==> src/rtl/hld_ctrl_gen.sv <==
`default_nettype none
// ============================================================================
// Module   : hld_ctrl_gen
// Brief    : Periodic multi-channel hold-control generator with shadowed
//            configuration. Define HLD_CTRL_GEN_NOVL_EN for non-overlap masking.
// Revision : 1.0
// ============================================================================
module hld_ctrl_gen #(
    parameter int NCH   = 2,
    parameter int DIV_W = 4
) (
    input  logic               clk,
    input  logic               rst,
    input  logic               en,
    input  logic               mode,
    input  logic [DIV_W-1:0]   div_m,
    input  logic [DIV_W-1:0]   hld_len,
    input  logic [NCH*DIV_W-1:0] ch_ofs,
    input  logic               upd_req,
    output logic               upd_ack,
    output logic [NCH-1:0]     ctrl_hld,
    output logic               frame
);

    localparam int CW = DIV_W + 1;

    logic             r_mode_s;
    logic [DIV_W-1:0] r_div_m_s;
    logic [DIV_W-1:0] r_hld_len_s;
    logic [DIV_W-1:0] r_ofs_s [NCH];
    logic [CW-1:0]    r_cnt;
    logic [NCH-1:0]   r_ctrl;
    logic             r_frame;
    logic             r_ack;

    logic [CW-1:0]    w_per;
    logic [CW-1:0]    w_hld_eff;
    logic             w_last;
    logic             w_load;
    logic [CW-1:0]    w_ofs_eff [NCH];
    logic [CW-1:0]    w_rel [NCH];
    logic [NCH-1:0]   w_hit;
    logic [NCH-1:0]   w_mask;

    // Period is one wider than the divide field so div_m_s=all-ones gives 2^DIV_W.
    always_comb begin
        w_per = CW'(2);
        if (!r_mode_s && (r_div_m_s != '0)) begin
            w_per = {1'b0, r_div_m_s} + CW'(1);
        end
    end

    assign w_hld_eff = r_mode_s ? CW'(|r_hld_len_s) : {1'b0, r_hld_len_s};
    assign w_last    = (r_cnt >= (w_per - CW'(1)));
    // The ack cycle is excluded so a held request reloads at the next eligible point.
    assign w_load    = upd_req && !r_ack && (!en || w_last);

    generate
        for (genvar k = 0; k < NCH; k++) begin : g_ch
            assign w_ofs_eff[k] = r_mode_s ? CW'(|r_ofs_s[k]) : {1'b0, r_ofs_s[k]};
            assign w_rel[k]     = (r_cnt >= w_ofs_eff[k]) ? (r_cnt - w_ofs_eff[k])
                                                          : (r_cnt + w_per - w_ofs_eff[k]);
            assign w_hit[k]     = (w_ofs_eff[k] < w_per) && (w_rel[k] < w_hld_eff);
        end
    endgenerate

`ifdef HLD_CTRL_GEN_NOVL_EN
    logic w_any;
    always_comb begin
        w_mask = '0;
        w_any  = 1'b0;
        for (int k = 0; k < NCH; k++) begin
            w_mask[k] = w_hit[k] && !w_any;
            w_any     = w_any || w_hit[k];
        end
    end
`else
    assign w_mask = w_hit;
`endif

    always_ff @(posedge clk) begin
        if (rst) begin
            r_mode_s    <= 1'b0;
            r_div_m_s   <= DIV_W'(1);
            r_hld_len_s <= '0;
            for (int k = 0; k < NCH; k++) begin
                r_ofs_s[k] <= '0;
            end
            r_cnt   <= '0;
            r_ctrl  <= '0;
            r_frame <= 1'b0;
            r_ack   <= 1'b0;
        end else begin
            r_ack <= w_load;
            if (w_load) begin
                r_mode_s    <= mode;
                r_div_m_s   <= div_m;
                r_hld_len_s <= hld_len;
                for (int k = 0; k < NCH; k++) begin
                    r_ofs_s[k] <= ch_ofs[k*DIV_W +: DIV_W];
                end
            end
            if (!en || w_last) begin
                r_cnt <= '0;
            end else begin
                r_cnt <= r_cnt + CW'(1);
            end
            r_ctrl  <= en ? w_mask : '0;
            r_frame <= en && (r_cnt == '0);
        end
    end

    assign upd_ack  = r_ack;
    assign ctrl_hld = r_ctrl;
    assign frame    = r_frame;

endmodule
`default_nettype wire

==> config.mk <==
export PLATFORM = sky130hd
export DESIGN_NAME = hld_ctrl_gen
export DESIGN_NICKNAME = d
export VERILOG_FILES = /design/src/rtl/hld_ctrl_gen.sv
export SDC_FILE = /design/constraint.sdc
export NUM_CORES = 1
export LEC_CHECK = 0
export CORE_MARGIN = 2
export CORE_UTILIZATION = 58
export DETAILED_ROUTE_END_ITERATION = 8
export PLACE_DENSITY_LB_ADDON = 0.1
export SYNTH_ARGS = -nofsm -noshare
export SYNTH_HDL_FRONTEND = slang
export SYNTH_SLANG_ARGS = --single-unit
export TNS_END_PERCENT = 30
==> constraint.sdc <==
create_clock -name clk -period 5.3 [get_ports clk]
set_input_delay 1.06 -clock clk [delete_from_list [all_inputs] [get_ports clk]]
set_output_delay 1.06 -clock clk [all_outputs]
set_load 0.1 [all_outputs]
==> results.md <==
| Metric | Reported |
|:---|:---|
| Synthesized netlist cell count | 289 |
| Cts bufs inserted | 3 |
| CTS sink count | 26 |
| Beginning of the worst hold path | r_hld_len_s[0] |
| Routed length per placed instance | 15.0 microns |
| Vias per cell | 5.61 |
| Initial core utilization | 60.0% |
| Yosys warns | 0 |
| Maximum clock skew at final layout | 3.67 ps |
| Placement Setup Slack | 614 ps |
| Die boundary height | 70.9 microns |
| Post-synthesis share of cell area spent on full adders, half adders and majority gates | 24.1% |
| Fill cells | 363 |
| Post-synthesis net count | 357 |
| Crit path time final | 4740 ps |
| Dominant combinational cell family by area after synthesis | simple AND/OR/NAND/NOR gates |
| Max Used Layer | met4 |
| Transition time at the pin with the least slew margin | 1050 ps |
| Max-slew headroom at the worst pin | 29.3% |
| Areal power density over the cells | 501 mW/mm^2 |
| Count of antenna-violating nets left after detailed routing | 0 |
| Post-CTS sizing | 0 |
| Count of final setup violators | 0 |
| Fin nets | 380 |
| Nature of the critical path startpoint | flop |
| Port-buffer cells | 24 |
| Max-capacitance violation count | 0 |
| CP Max Fanout | 5 |
| Sum of met3 wire segment lengths after detailed routing | 174 microns |
| Main area contributors after synthesis | ha_1, dfxtp_1, nand2b_1 |
| CTS tree | done |
| Final Core Density | 67.7% |
| Diodes inserted | 0 |
| Placeable Area | 0.00432 sq mm |
| Wire length of the first global-routing pass | 9.30 mm |
| Floorplan die width | 70.9 microns |
| Clock-pin slew reported for the worst setup and hold paths after clock tree synthesis | 90 ps |
| Die area | 0.00503 sq mm |
| Tcrit/Tclk final | 89.4% |
| Worst-case setup margin in the final layout | 562 ps |
| Complex-gate fraction of the synthesized area | 12.9% |
| Leftover overflow at the end of global routing | 0 |
| Data arrival time of the worst path | 4930 ps |
| Fraction of synthesized area in multiplexers | 3.86% |
| Depth of the CTS H-tree | 1 |
| # hold bufs at CTS | 0 |
| Clock latency on the worst-skew pair | 270 ps |
| Launch point of the worst reg-to-reg path | r_div_m_s[0] |
| Met1 Routed Length | 2.61 mm |
| Worst hold path type | reg -> reg |
| Slew Viols, Final | 0 |
| P_leak | 0.00131 uW |
| Largest net degree at the start of global routing | 31 |
| Worst VDD drop | 0.272 mV |
| Total Routed Length | 5.43 mm |
| Cell area after technology mapping | 0.00259 sq mm |
| Area growth from synthesis to final layout | 12.7% |
| Maximum operating frequency | 0.211 GHz |
| Clock tree root buffer cell | clkbuf_8 |
| Synthesis-stage register bit count | 26 |
| Iteration count of the initial detailed-routing pass | 4 |
| Buffer levels on the longest clock path | 2 |
| Detailed router's first-iteration violation count | 61 |
| DRC violations left | 0 |
| Nature of the critical path endpoint | flop |
| RD Place Congestion | 0.919 |
| Number of antenna violations at the first check in global routing | 0 |
| Fraction of post-synthesis cell area in the top cell type by area | 20.3% |
| Simple-gate share of the synthesized area | 24.2% |
| Unrepaired setup endpoints after global routing | no |
| XOR/XNOR share of the synthesized area | 6.80% |
| WL met2 | 2.59 mm |
| Cell taking the most area after synthesis | ha_1 |
| Overall track demand over capacity in global routing | 23.2% |
| Unique masters post-synth | 44 |
| Share of the yosys chip area belonging to registers | 23.1% |
| Final Hold Vio Count | 0 |
| Required time of the worst setup path | 5490 ps |
| Vias | 2,038 |
| Fraction of final layout cells with drive strength greater than 1 | 2.57% |
| Post-CTS setup buffer count | 0 |
| Core Rows | 24 |
| Syn Area/Cell | 8.98 sq um |
| Worst Path Class, Setup | reg -> reg |
| Setup TNS | 0 ps |
| HPWL after detailed placement | 4.47 mm |
| Number of global-route vias before repair | 2,029 |
| Run status | completed |
| Worst Setup SP | r_div_m_s[0] |
| I/O pin cnt | 25 |
synthesized netlist by cell type (all sizes together):
library cell,number
ha,42
nand2b,41
inv,24
nor2,23
dfxtp,18
a21oi,17
nor3b,11
mux2i,10
xnor2,9
edfxtp,8
a21o,7
o21ai,7
nand3,6
xor2,6
clkbuf,5
fa,5
nor3,5
nand2,4
buf,3
nand3b,3
nor2b,3
o2bb2ai,3
o31ai,3
or3,3
a2111oi,2
nand4,2
o2111ai,2
xnor3,2
a211oi,1
a311o,1
a311oi,1
a31oi,1
and2,1
and3,1
nand4b,1
nor4,1
nor4bb,1
o211ai,1
o21a,1
o21bai,1
o221ai,1
o31a,1
or2b,1
worst max-delay path: stages (launching register included):
cell	delay (ps)
dfxtp_1	390
inv_1	60
ha_1	210
nor3b_1	150
or3_1	410
inv_1	100
ha_1	180
inv_1	60
fa_1	560
inv_1	80
ha_1	270
nor2b_1	120
o21ai_0	200
and3_1	200
o21ai_0	70
a311o_1	370
ha_1	290
nor2b_1	130
a2111oi_0	380
o21ai_0	160
nor4bb_1	260
power by group:
group	total (uW)	switching [uW]	internal (uW)
Sequential	286	35.8	250
Clock	117	64.7	52.0
Combinational	1060	580	482
final timing paths:
path                         end  slack (ps)  depth (start not counted)
setup / recovery     ctrl_hld[1]         560                         20
hold / removal    r_hld_len_s[0]         500                          2
setup reg to reg     ctrl_hld[1]         560                         20
hold reg to reg   r_hld_len_s[0]         500                          2
layout by cell type, fill, tap and decap left out, types with 4 or more instances in the layout:
cell / instances
nor3b_1: 11
dfxtp_1: 18
nor3_1: 5
fa_1: 5
inv_1: 24
clkdlybuf4s50_1: 24
xnor2_1: 9
a21o_1: 7
xor2_1: 6
nand3_1: 6
ha_1: 42
nand2_1: 4
mux2i_1: 10
nor2_1: 23
o21ai_0: 7
nand2b_1: 41
edfxtp_1: 8
a21oi_1: 17
per-layer routing:
metal  vias to the layer above  GRT usage [%]
met5                         -              0
met4                         0           6.08
met3                         8           1.99
met2                        35           39.1
met1                       934           32.1
li1                       1061              -
area by class of cell:
| class | instances | area (sq um) | area share [%] |
|---|---|---|---|
| Multi-Input combinational cell | 231 | 1870 | 63.9 |
| Clock buffer | 3 | 41.3 | 1.41 |
| Sequential cell | 26 | 601 | 20.5 |
| Clock inverter | 1 | 3.75 | 0.128 |
| Timing Repair Buffer | 26 | 255 | 8.73 |
| Tap cell | 52 | 65.1 | 2.22 |
| Inverter | 24 | 90.1 | 3.08 |
sequential cells by signal, indices dropped and copies added (netlist names):
name	flops
r_div_m_s	4
r_mode_s	1
r_hld_len_s	4
ctrl_hld	2
frame	1
r_cnt	5
upd_ack	1
r_ofs_s	8
per-stage QoR:
| step | power, uW | hold WS (ps) | instances | instance area (sq um) |
|---|---|---|---|---|
| 6_report | 1460 | 497 | 363 | 2930 |
| 3_3_place_gp | 1320 | 472 | 359 | 2880 |
| 2_1_floorplan | 1110 | 445 | 289 | 2590 |
| 5_1_grt | 1620 | 536 | 363 | 2930 |
| 3_5_place_dp | 1340 | 475 | 359 | 2880 |
| 4_1_cts | 1460 | 497 | 363 | 2930 |
cell families (layout without fill, tap and decap cells):
| kind of cell | count (synthesis) | count (layout) |
|---|---|---|
| compound gates | 50 | 50 |
| mux | 10 | 10 |
| flops | 26 | 26 |
| buf+inv | 32 | 54 |
| fa+ha+maj | 47 | 47 |
| xor+xnor | 17 | 17 |
| simple gates | 107 | 107 |
Note: power is estimated with default switching activity, not from simulation.
